$ cat src/rtl/temporizador_antirrebote_pkg.sv
// Shared types for the debounce timer responder.
// State encoding and prescaler divide derivation.
package temporizador_antirrebote_pkg;

  typedef enum logic [1:0] {
    IDLE  = 2'd0,
    COUNT = 2'd1,
    FIRE  = 2'd2,
    HOLD  = 2'd3
  } estado_e;

  function automatic int tick_div(input int clk_hz);
    return clk_hz / 1000;
  endfunction

endpackage

$ cat src/rtl/temporizador_canal.sv
// One request/done channel: counts ms ticks while the
// request is held, then pulses done once per request.
module temporizador_canal
  import temporizador_antirrebote_pkg::*;
#(
  parameter int TIMEOUT_MS = 300
) (
  input  logic Clk,
  input  logic Reset_n,
  input  logic tick,
  input  logic req,
  output logic done,
  output logic busy
);

  localparam int CW = $clog2(TIMEOUT_MS + 1);
  localparam logic [CW-1:0] LAST = CW'(TIMEOUT_MS - 1);

  estado_e       state_q, state_d;
  logic [CW-1:0] cnt_q, cnt_d;

  always_ff @(posedge Clk or negedge Reset_n) begin
    if (!Reset_n) begin
      state_q <= IDLE;
      cnt_q   <= '0;
    end else begin
      state_q <= state_d;
      cnt_q   <= cnt_d;
    end
  end

  always_comb begin
    state_d = state_q;
    cnt_d   = cnt_q;
    unique case (state_q)
      IDLE: begin
        cnt_d = '0;
        if (req) state_d = COUNT;
      end
      COUNT: begin
        // a dropped request wins over a tick on the same cycle
        if (!req) begin
          state_d = IDLE;
          cnt_d   = '0;
        end else if (tick) begin
          if (cnt_q == LAST) state_d = FIRE;
          else cnt_d = cnt_q + 1'b1;
        end
      end
      FIRE: state_d = HOLD;
      HOLD: begin
        if (!req) state_d = IDLE;
      end
      default: begin
        state_d = IDLE;
        cnt_d   = '0;
      end
    endcase
  end

  assign done = (state_q == FIRE);
  assign busy = (state_q != IDLE);

endmodule

$ cat src/rtl/temporizador_antirrebote.sv
// Debounce timer responder: shared free-running 1 ms
// prescaler feeding N_CH independent timeout channels.
module temporizador_antirrebote
  import temporizador_antirrebote_pkg::*;
#(
  parameter int CLK_HZ     = 100_000_000,
  parameter int TIMEOUT_MS = 300,
  parameter int N_CH       = 1
) (
  input  logic            Clk,
  input  logic            Reset_n,
  input  logic [N_CH-1:0] actCuenta,
  output logic [N_CH-1:0] t300ms,
  output logic [N_CH-1:0] ocupado,
  output logic            tick_ms
);

  localparam int TICK_DIV = tick_div(CLK_HZ);
  localparam int PW = $clog2(TICK_DIV);
  localparam logic [PW-1:0] PLAST = PW'(TICK_DIV - 1);

  logic [PW-1:0] presc_q, presc_d;

  always_ff @(posedge Clk or negedge Reset_n) begin
    if (!Reset_n) presc_q <= '0;
    else presc_q <= presc_d;
  end

  assign tick_ms = (presc_q == PLAST);
  assign presc_d = tick_ms ? '0 : presc_q + 1'b1;

  for (genvar i = 0; i < N_CH; i++) begin : gen_ch
    temporizador_canal #(
      .TIMEOUT_MS(TIMEOUT_MS)
    ) u_canal (
      .Clk    (Clk),
      .Reset_n(Reset_n),
      .tick   (tick_ms),
      .req    (actCuenta[i]),
      .done   (t300ms[i]),
      .busy   (ocupado[i])
    );
  end

endmodule

$ cat config.mk
export PLATFORM = sky130hd
export DESIGN_NAME = temporizador_antirrebote
export DESIGN_NICKNAME = d
export VERILOG_FILES = /design/src/rtl/temporizador_antirrebote_pkg.sv /design/src/rtl/temporizador_canal.sv /design/src/rtl/temporizador_antirrebote.sv
export SDC_FILE = /design/constraint.sdc
export NUM_CORES = 1
export LEC_CHECK = 0
export ABC_AREA = 1
export CORE_MARGIN = 1
export CORE_UTILIZATION = 55
export CTS_CLUSTER_DIAMETER = 120
export DETAILED_ROUTE_END_ITERATION = 12
export PLACE_DENSITY = 0.76
export SYNTH_ARGS = -nofsm -noshare
export SYNTH_HDL_FRONTEND = slang
export SYNTH_SLANG_ARGS = --single-unit
$ cat constraint.sdc
create_clock -name Clk -period 1.3 [get_ports Clk]
set_input_delay 0.26 -clock Clk [delete_from_list [all_inputs] [get_ports Clk]]
set_output_delay 0.26 -clock Clk [all_outputs]
set_load 0.02 [all_outputs]
### Word level (Yosys, flattened, before mapping)

Index checks and enable logic that the tools add are counted.
Widths: inputs -> output; s select.

| operators by class | value |
|---|---|
| add/sub/neg operators | 2 |
| eq/ne operators | 10 |
| mux-type cells | 11 |
| reduce and logical (&&, ||, !) cells | 5 |

Operators by type and width:

| kind | count |
|---|---|
| $mux 9 | 3 |
| $pmux 9 s2 | 1 |
| $add 17x1->17 const B | 1 |
| $eq 17x17->1 const B | 1 |
| $mux 17 | 1 |
| $mux 2 | 5 |
| $add 9x1->9 const B | 1 |
| $eq 9x9->1 const B | 1 |
| $pmux 2 s4 | 1 |
| $ne 3x3->1 const B | 2 |
| $eq 2x2->1 const B | 2 |
| $ne 2x2->1 const B | 2 |
| $reduce_and 4->1 | 1 |
| $reduce_bool 2->1 | 2 |
| $ne 3x2->1 const B | 1 |
| $reduce_and 3->1 | 1 |
| $eq 2x1->1 const B | 1 |
| $logic_not 2->1 | 1 |

| word-level totals | value |
|---|---|
| register bits | 28 |
| input port bits | 3 |
| output and inout port bits | 3 |
| logic and storage cells | 31 |

### Logic depth before layout (Yosys ltp)

Gate-level depths: netlist of the first run.

| depth | value |
|---|---|
| depth after elaboration | 5 |
| depth in mapped cells | 10 |

### By module

A second synthesis of the first run with hierarchy kept.

| unflattened totals | value |
|---|---|
| cell total of the unflattened synthesis | 250 |
| area, all modules | 1,759.2 um2 |

Modules (own cells, without submodules):

| module | times used | cells an instance | area each (um2) | sequential area each (um2) |
|---|---|---|---|---|
| temporizador_antirrebote | 1 | 138 | 978.4 | 425.4 |
| temporizador_canal | 1 | 112 | 780.7 | 275.3 |

### Worst setup path after synthesis of the first run

Ideal clock, no wire load.

| timing path | value |
|---|---|
| path type | flip-flop to output port |
| start point | reg presc_q[5] |
| end point | out tick_ms |
| data arrival time | 1,292 ps |
| required time | 1,040 ps |
| setup slack | -252 ps |
| cell stages (with the launch flop) | 5 |
| path buffers | 1 |
| cell sequence | dfrtp_1 > buf_2 > nor4_1 > nand3_1 > nor3_1 |

| on the way | value |
|---|---|
| cells in the longest elaborated chain, start to end | 1 |

RTL lines:

| item | line | text |
|---|---|---|
| start: declaration | temporizador_antirrebote.sv:22 | `logic [PW-1:0] presc_q, presc_d;` |
| start signal: assignment | temporizador_antirrebote.sv:26 | `else presc_q <= presc_d;` |
| $eq 17x17->1 | temporizador_antirrebote.sv:29 | `assign tick_ms = (presc_q == PLAST);` |
| end: declaration | temporizador_antirrebote.sv:15 | `output logic tick_ms` |

No other way between the ends.

### Worst setup path after layout of the first run

| timing path | value |
|---|---|
| start point | reg presc_q[4] |
| end point | out tick_ms |

The elaborated chain is that of the path after synthesis.

==> flow_summary.toml, run 1 <==
[logic_synthesis]
yosysUniqueCellTypes = 27
syn_nets = 246
synth_top_area_share = 0.386
synth.largest_area_cell = "dfrtp_1"
syn_inst = 241
ys_seq_elements = 28
ys_seq_area_frac = 0.386
synth.avg_cell_area_um2 = 7.52
netlist_area_mm2 = 0.00181
synthTopCellsByArea = "dfrtp_1 (39%), nand2_1 (12%), inv_1 (8.5%)"
ys_warn_count = 0

[worst_setup_path]
cp_slowest_cell = "dfrtp_1"
path_buf_inv = 2
critical_path.max_fanout = 2
cpPeakStageDelay_ns = 0.41
path_cells = "inv_1 -> nor3_1 -> nand3_2 -> nor3_4 -> buf_6"
cp_top_family = "simple AND/OR/NAND/NOR gates"
crit_path_end_kind = "primary output"
worstPathRequired_ns = 1.04
crit_type = "flip-flop to primary output"
arrival_ns = 1.57
start_kind = "flip-flop"

[floorplan]
die_area_mm2 = 0.00353
die_width_um = 59.4
initial_core_util = 0.589
io_pins = 6
fp-row-count = 20
die_h_um = 59.4
core_area_mm2 = 0.00308

[routing]
drtAntennaViolNets = 0
drc = 0
vias = 2369
first_iter_violations = 371
firstDrtPassIters = 7
wl_um = 8340
vias_per_cell = 6.49
wl_per_cell_um = 22.9

[hold_path]
worst_hold_path_type = "primary input to async pin"

[clocking]
clock_sink_count = 28
h-tree-depth = 1
clkSlewWorstSetupHoldPaths_ns = 0.17
cts_tree = "built"
worstSkewPairLatency_ns = 0.35
cts_hold_buf = 0
cts_root_buffer = "clkbuf_4"
clockBufferDepth = 2
numCtsBuffers = 3

[pwr]
switching_power_mw = 0.872
p_leak_nw = 1.50
seq_power_share = 0.386
p_comb_frac = 0.372
p_per_area_mw_per_mm2 = 855
ir_drop_uv = 848
p_clk_frac = 0.242
switching_share = 0.349
internal_power_mw = 1.62

[grt]
met2_usage = 0.586
grtUsageMet1 = 0.495
grt_pass1_vias = 1969
grt_pass1_wl_um = 9280
antenna_found_initial = 0
grt.total_usage = 0.365
grtUsageMet3 = 0.0546
grt-busiest-layer = "met2"
grt_max_degree = 29
grt_overflow = 0

[timing]
fin_crit_sh = 1.41
hold-worst-slack_ns = 0.249
setup_viol = 31
slew_headroom = 0.795
hold_viol = 0
rsz0062_at_grt = "yes"
period_minus_slack_ns = 1.83
fmax_ghz = 0.546
finalWorstSetupSlack_ns = -0.531
finalSetupTns_ns = -8.32
drv_slew = 0
worst_slew_pin_slew_ns = 0.305
fin_skew_ns = 0.0146

[placed_design]
io_buffers = 5
hpwl_um = 3100
gp_congestion = 0.854

[final_layout]
diodes = 0
n_fill_cell = 89
fin_nets = 327
area_delta_synth_final_pct = 60.9
drive_gt1_frac = 0.514

[status]
status = "finished with violations"
violations = "negative setup slack"

[run]
maxCapViolations = 0
-- cell usage in the layout (no fill, tap or decap), types with 9 or more instances in the layout --
| cell type | netlist | layout |
|---|---|---|
| buf_4 | 1 | 61 |
| nand2_1 | 59 | 40 |
| inv_1 | 41 | 32 |
| dfrtp_1 | 28 | 27 |
| nor2_1 | 20 | 16 |
| nand2_4 | 4 | 14 |
| buf_6 | 0 | 14 |
| o21ai_2 | 7 | 12 |
| nand3_1 | 20 | 12 |
| nand2_2 | 4 | 11 |
| nand4_1 | 11 | 11 |
| inv_2 | 1 | 9 |
-- cells by family (layout without fill, tap and decap cells) --
| kind of cell | Yosys count | after routing | synth area share |
|---|---|---|---|
| compound gates | 23 | 23 | 0.0801 |
| simple gates | 136 | 137 | 0.381 |
| buf+inv | 45 | 124 | 0.105 |
| flops | 28 | 28 | 0.386 |
| xor+xnor | 7 | 7 | 0.0338 |
| fa+ha+maj | 2 | 2 | 0.0138 |
-- sequential cells by signal, summed over array words and instances (netlist names), named ones only --
| signal | count |
|---|---|
| presc_q | 17 |
| gen_ch.u_canal.cnt_q | 9 |
| gen_ch.u_canal.state_q | 1 |
-- worst register-to-register path, cell delays in order (launching register included) --
cell     delay, ns
dfrtp_1       0.45
ha_4          0.18
buf_6         0.09
buf_6         0.08
buf_6         0.09
nand2_4       0.05
nor2_4        0.16
buf_6         0.15
nand3_4       0.08
nor2_2        0.09
nand2_1       0.07
nand2_1       0.08
inv_1         0.04
-- Yosys cell counts (all sizes together) --
| cell type | n |
|---|---|
| nor3 | 8 |
| a21oi | 5 |
| ha | 2 |
| nor2 | 25 |
| or2 | 2 |
| nand3 | 21 |
| a31oi | 1 |
| nand4 | 11 |
| nor4 | 2 |
| buf | 3 |
| o21bai | 1 |
| xor2 | 7 |
| dfrtp | 28 |
| o21ai | 16 |
| nand2 | 67 |
| inv | 42 |
-- worst paths after layout --
| kind | startpoint | to | slack (ns) | cells after the start |
|---|---|---|---|---|
| setup / recovery | presc_q[4] | tick_ms | -0.53 | 5 |
| hold / removal | Reset_n | async pin | 0.25 | 2 |
| setup reg to reg | presc_q[1] | presc_q[12] | -0.40 | 12 |
| hold reg to reg | gen_ch[0].u_canal.cnt_q[2] | gen_ch[0].u_canal.cnt_q[2] | 0.60 | 2 |
| max in group asynchronous | Reset_n | presc_q[10] | 0.88 | 2 |
| min in group Clk | gen_ch[0].u_canal.cnt_q[2] | gen_ch[0].u_canal.cnt_q[2] | 0.60 | 2 |
-- area by class of cell --
cell class                      count  area [um^2]  area share
Timing Repair Buffer               78          656       0.225
Clock inverter                      1         30.0      0.0103
Inverter                           42          165      0.0566
Tap cell                           44         55.1      0.0189
Sequential cell                    28          702       0.241
Multi-Input combinational cell    169         1290       0.441
Clock buffer                        3         22.5     0.00772
-- timing repair --
item,in CTS,in global routing
setup endpoints to repair,28,29
buffers inserted,12,13
resized for setup,69,50
pin swaps,21,20
gates cloned,1,0
-- per-stage QoR --
| step | utilization | worst slack [ns] | area [um^2] | total power, mW | std cells |
|---|---|---|---|---|---|
| after CTS | 0.856 | -0.477 | 2640 | 2.32 | 353 |
| after floorplan | - | -0.0708 | 1840 | 1.29 | 241 |
| after detailed placement | 0.746 | -0.549 | 2300 | 1.53 | 337 |
| after global routing | 0.948 | -0.606 | 2920 | 2.57 | 365 |
| after global placement | 0.746 | -0.518 | 2300 | 1.51 | 337 |
| final | 0.948 | -0.531 | 2920 | 2.49 | 365 |
-- routing by layer --
metal  vias up  routed length [um]
met5         -                   0
met1      1099                3070
li1        929                   -
met3        86                1020
met4         0                 630
met2       255                3620
-- power groups by stage --
stage	Clock (mW)	Sequential, mW	Combinational, mW
4_1_cts	0.587	0.947	0.789
6_report	0.604	0.962	0.928
2_1_floorplan	0	0.972	0.322
5_1_grt	0.631	0.963	0.978
3_5_place_dp	0	0.961	0.570
3_3_place_gp	0	0.957	0.556
Power figures use the tool's default switching activity.
==> run 2, diff against run 1 <==
--- a/config.mk
+++ b/config.mk
@@ -5,12 +5,12 @@
 export SDC_FILE = /design/constraint.sdc
 export NUM_CORES = 1
 export LEC_CHECK = 0
-export ABC_AREA = 1
 export CORE_MARGIN = 1
-export CORE_UTILIZATION = 55
+export CORE_UTILIZATION = 53
 export CTS_CLUSTER_DIAMETER = 120
 export DETAILED_ROUTE_END_ITERATION = 12
-export PLACE_DENSITY = 0.76
+export PLACE_DENSITY = 0.74
+export SLEW_MARGIN = 25
 export SYNTH_ARGS = -nofsm -noshare
 export SYNTH_HDL_FRONTEND = slang
 export SYNTH_SLANG_ARGS = --single-unit
==> run 2 against run 1 <==
The flow still finishes with violations (negative setup slack); wire length is 36% lower; final cell count shrank 32%; clock skew down 0.010 ns; register-to-register slack lost 0.15 ns; worst setup slack lost 0.018 ns; utilization decreased by 4.2 points; global-route usage shrank 3.5 points; combinational power shrank 92%; via count fell by 34%; synthesized cell count down 41%; clock power shrank 28%; critical path type is now flip-flop to flip-flop; critical endpoint is now gen_ch[0].u_canal.cnt_q[5]; largest cell class unchanged; highest routed layer unchanged.
==> flow_summary.toml, run 2 <==
[status]
status = "finished with violations"
violations = "negative setup slack"

[grt]
grt_max_degree = 29
grt.total_usage = 0.330
grt_pass1_vias = 1479
antenna_found_initial = 0
grt_overflow = 0
grt_pass1_wl_um = 6770

[floorplan]
initial_core_util = 0.575
die_width_um = 54.3
core_area_mm2 = 0.00252
die_area_mm2 = 0.00295
io_pins = 6
die_h_um = 54.3
fp-row-count = 18

[logic_synthesis]
syn_inst = 143
synth_common_cells = "dfrtp_1 (28), nand2_1 (13), nand3_1 (12)"
synth.largest_area_cell = "dfrtp_1"
synthArstFlopShare = 1.00
netlist_area_mm2 = 0.00145
synth-edff-count = 0
ys_warn_count = 0
synthTopCellsByArea = "dfrtp_1 (48%), xnor2_1 (5.4%), nand3_1 (4.1%)"
syn_nets = 148
synth_flop_cell = "dfrtp_1"
synth.avg_cell_area_um2 = 10.1
synth_top_area_share = 0.483
ys_seq_elements = 28
yosysMostFrequentCell = "dfrtp_1"
ys_seq_area_frac = 0.483
yosysUniqueCellTypes = 35

[final_layout]
final_util = 0.906
largest_register_ffs = 17
final_cells = 247
fin_nets = 223
largest-register = "presc_q"
largest_registers = "presc_q (17), gen_ch.u_canal.cnt_q (9), gen_ch.u_canal.state_q (1)"
multiInputGateArea_um2 = 873
design_area_mm2 = 0.00228
drive_gt1_frac = 0.502
area_delta_synth_final_pct = 57.5
final_common_cell = "buf_4"
diodes = 0
layout_common_cells = "buf_4 (60), dfrtp_1 (28), nand2_1 (11), buf_6 (11), nand3_1 (10)"
regArea_um2 = 701
n_fill_cell = 100

[timing]
period_minus_slack_ns = 1.85
worst_slew_pin_slew_ns = 0.477
fin_crit_sh = 1.42
slew_headroom = 0.680
fin_skew_ns = 0.00433
rsz0062_at_grt = "yes"
drv_slew = 0
fmax_ghz = 0.541
hold_viol = 0
hold-worst-slack_ns = 0.268
finalSetupTns_ns = -10.14
setup_viol = 28
finalWorstSetupSlack_ns = -0.550

[worst_setup_path]
arrival_ns = 2.13
reg2reg_depth = 6
path_cells = "ha_2 -> and4_4 -> buf_6 -> nand4_4 -> or4_1 -> nand3_1"
worstPathRequired_ns = 1.58
cpPeakStageDelay_ns = 0.59
crit_type = "flip-flop to flip-flop"
path_buf_inv = 1
rrSetupSlack_ns = -0.55
cp_top_family = "simple AND/OR/NAND/NOR gates"
critical_path.max_fanout = 8
start_kind = "flip-flop"
crit_path_end_kind = "flip-flop"
cp-startpoint = "presc_q[1]"
cp_slowest_cell = "or4_1"
cp.depth = 6
r2r_start = "presc_q[1]"
endpoint = "gen_ch[0].u_canal.cnt_q[5]"
regToRegEndpoint = "gen_ch[0].u_canal.cnt_q[5]"

[pwr]
p_leak_nw = 1.12
finalPower_mw = 1.38
p_per_area_mw_per_mm2 = 603
ir_drop_uv = 588

[clocking]
worstSkewPairLatency_ns = 0.33
cts_tree = "built"
h-tree-depth = 1
clockBufferDepth = 2
clkSlewWorstSetupHoldPaths_ns = 0.15
numCtsBuffers = 3
cts_root_buffer = "clkbuf_4"
clock_sink_count = 28

[placed_design]
place_inst = 228
dp_slack_ns = -0.508
hpwl_um = 2900
io_buffers = 5
gp_congestion = 0.854
dpl_cell_area_mm2 = 0.00196

[hold_path]
worst_hold_path_type = "primary input to async pin"

[routing]
wl_um = 5360
wl_per_cell_um = 21.7
vias = 1560
first_iter_violations = 101
drtAntennaViolNets = 0
drc = 0
vias_per_cell = 6.32
firstDrtPassIters = 4

[run]
maxCapViolations = 0
run 2: final cells by class:
class                           instances  area share
Tap cell                               30      0.0164
Inverter                                6     0.00986
Multi-Input combinational cell        105       0.382
Timing Repair Buffer                   74       0.269
Sequential cell                        28       0.307
Clock buffer                            4      0.0159
run 2: layer usage:
layer  routed length (um)  global-route usage  vias to the layer above
met5                    0                   0                        -
met4                  170               0.120                        0
met3                  481              0.0500                       22
met2                 2640               0.581                      103
met1                 2070               0.403                      757
li1                     -                   -                      678
run 2: power breakdown:
group | switching (mW) | internal, mW
clock | 0.263 | 0.171
sequential | 0.00132 | 0.873
combinational | 0.0428 | 0.0277
total | 0.307 | 1.07
run 2: repair_timing:
action                                 in CTS  in global routing
hold buffers                                0                  0
pin swaps                                   9                 16
endpoints found under the hold margin       0                  0
resized for setup                          37                 19
setup buffers                               6                 12
setup endpoints to repair                  27                 27
run 2: kinds of logic (layout without fill, tap and decap cells):
family                     Yosys count  in the layout  share of synthesized area
buffers and inverters               10             84                     0.0319
xor gates and xnor gates            13             13                     0.0785
AOI/OAI and AO/OA                   19             19                     0.0846
adders and majority gates            2              2                     0.0173
and+or+nand+nor                     68             68                      0.283
muxes                                3              3                     0.0216
DFF                                 28             28                      0.483
run 2: worst min-delay path by stage:
stage / endpoint / depth (start not counted) / slack, ns
2_1_floorplan: async pin / 0 / -0.04
3_3_place_gp: flip-flop / 1 / 0.47
3_5_place_dp: flip-flop / 1 / 0.49
4_1_cts: presc_q[12] / 2 / 0.26
5_1_grt: presc_q[11] / 2 / 0.27
6_report: presc_q[11] / 2 / 0.27
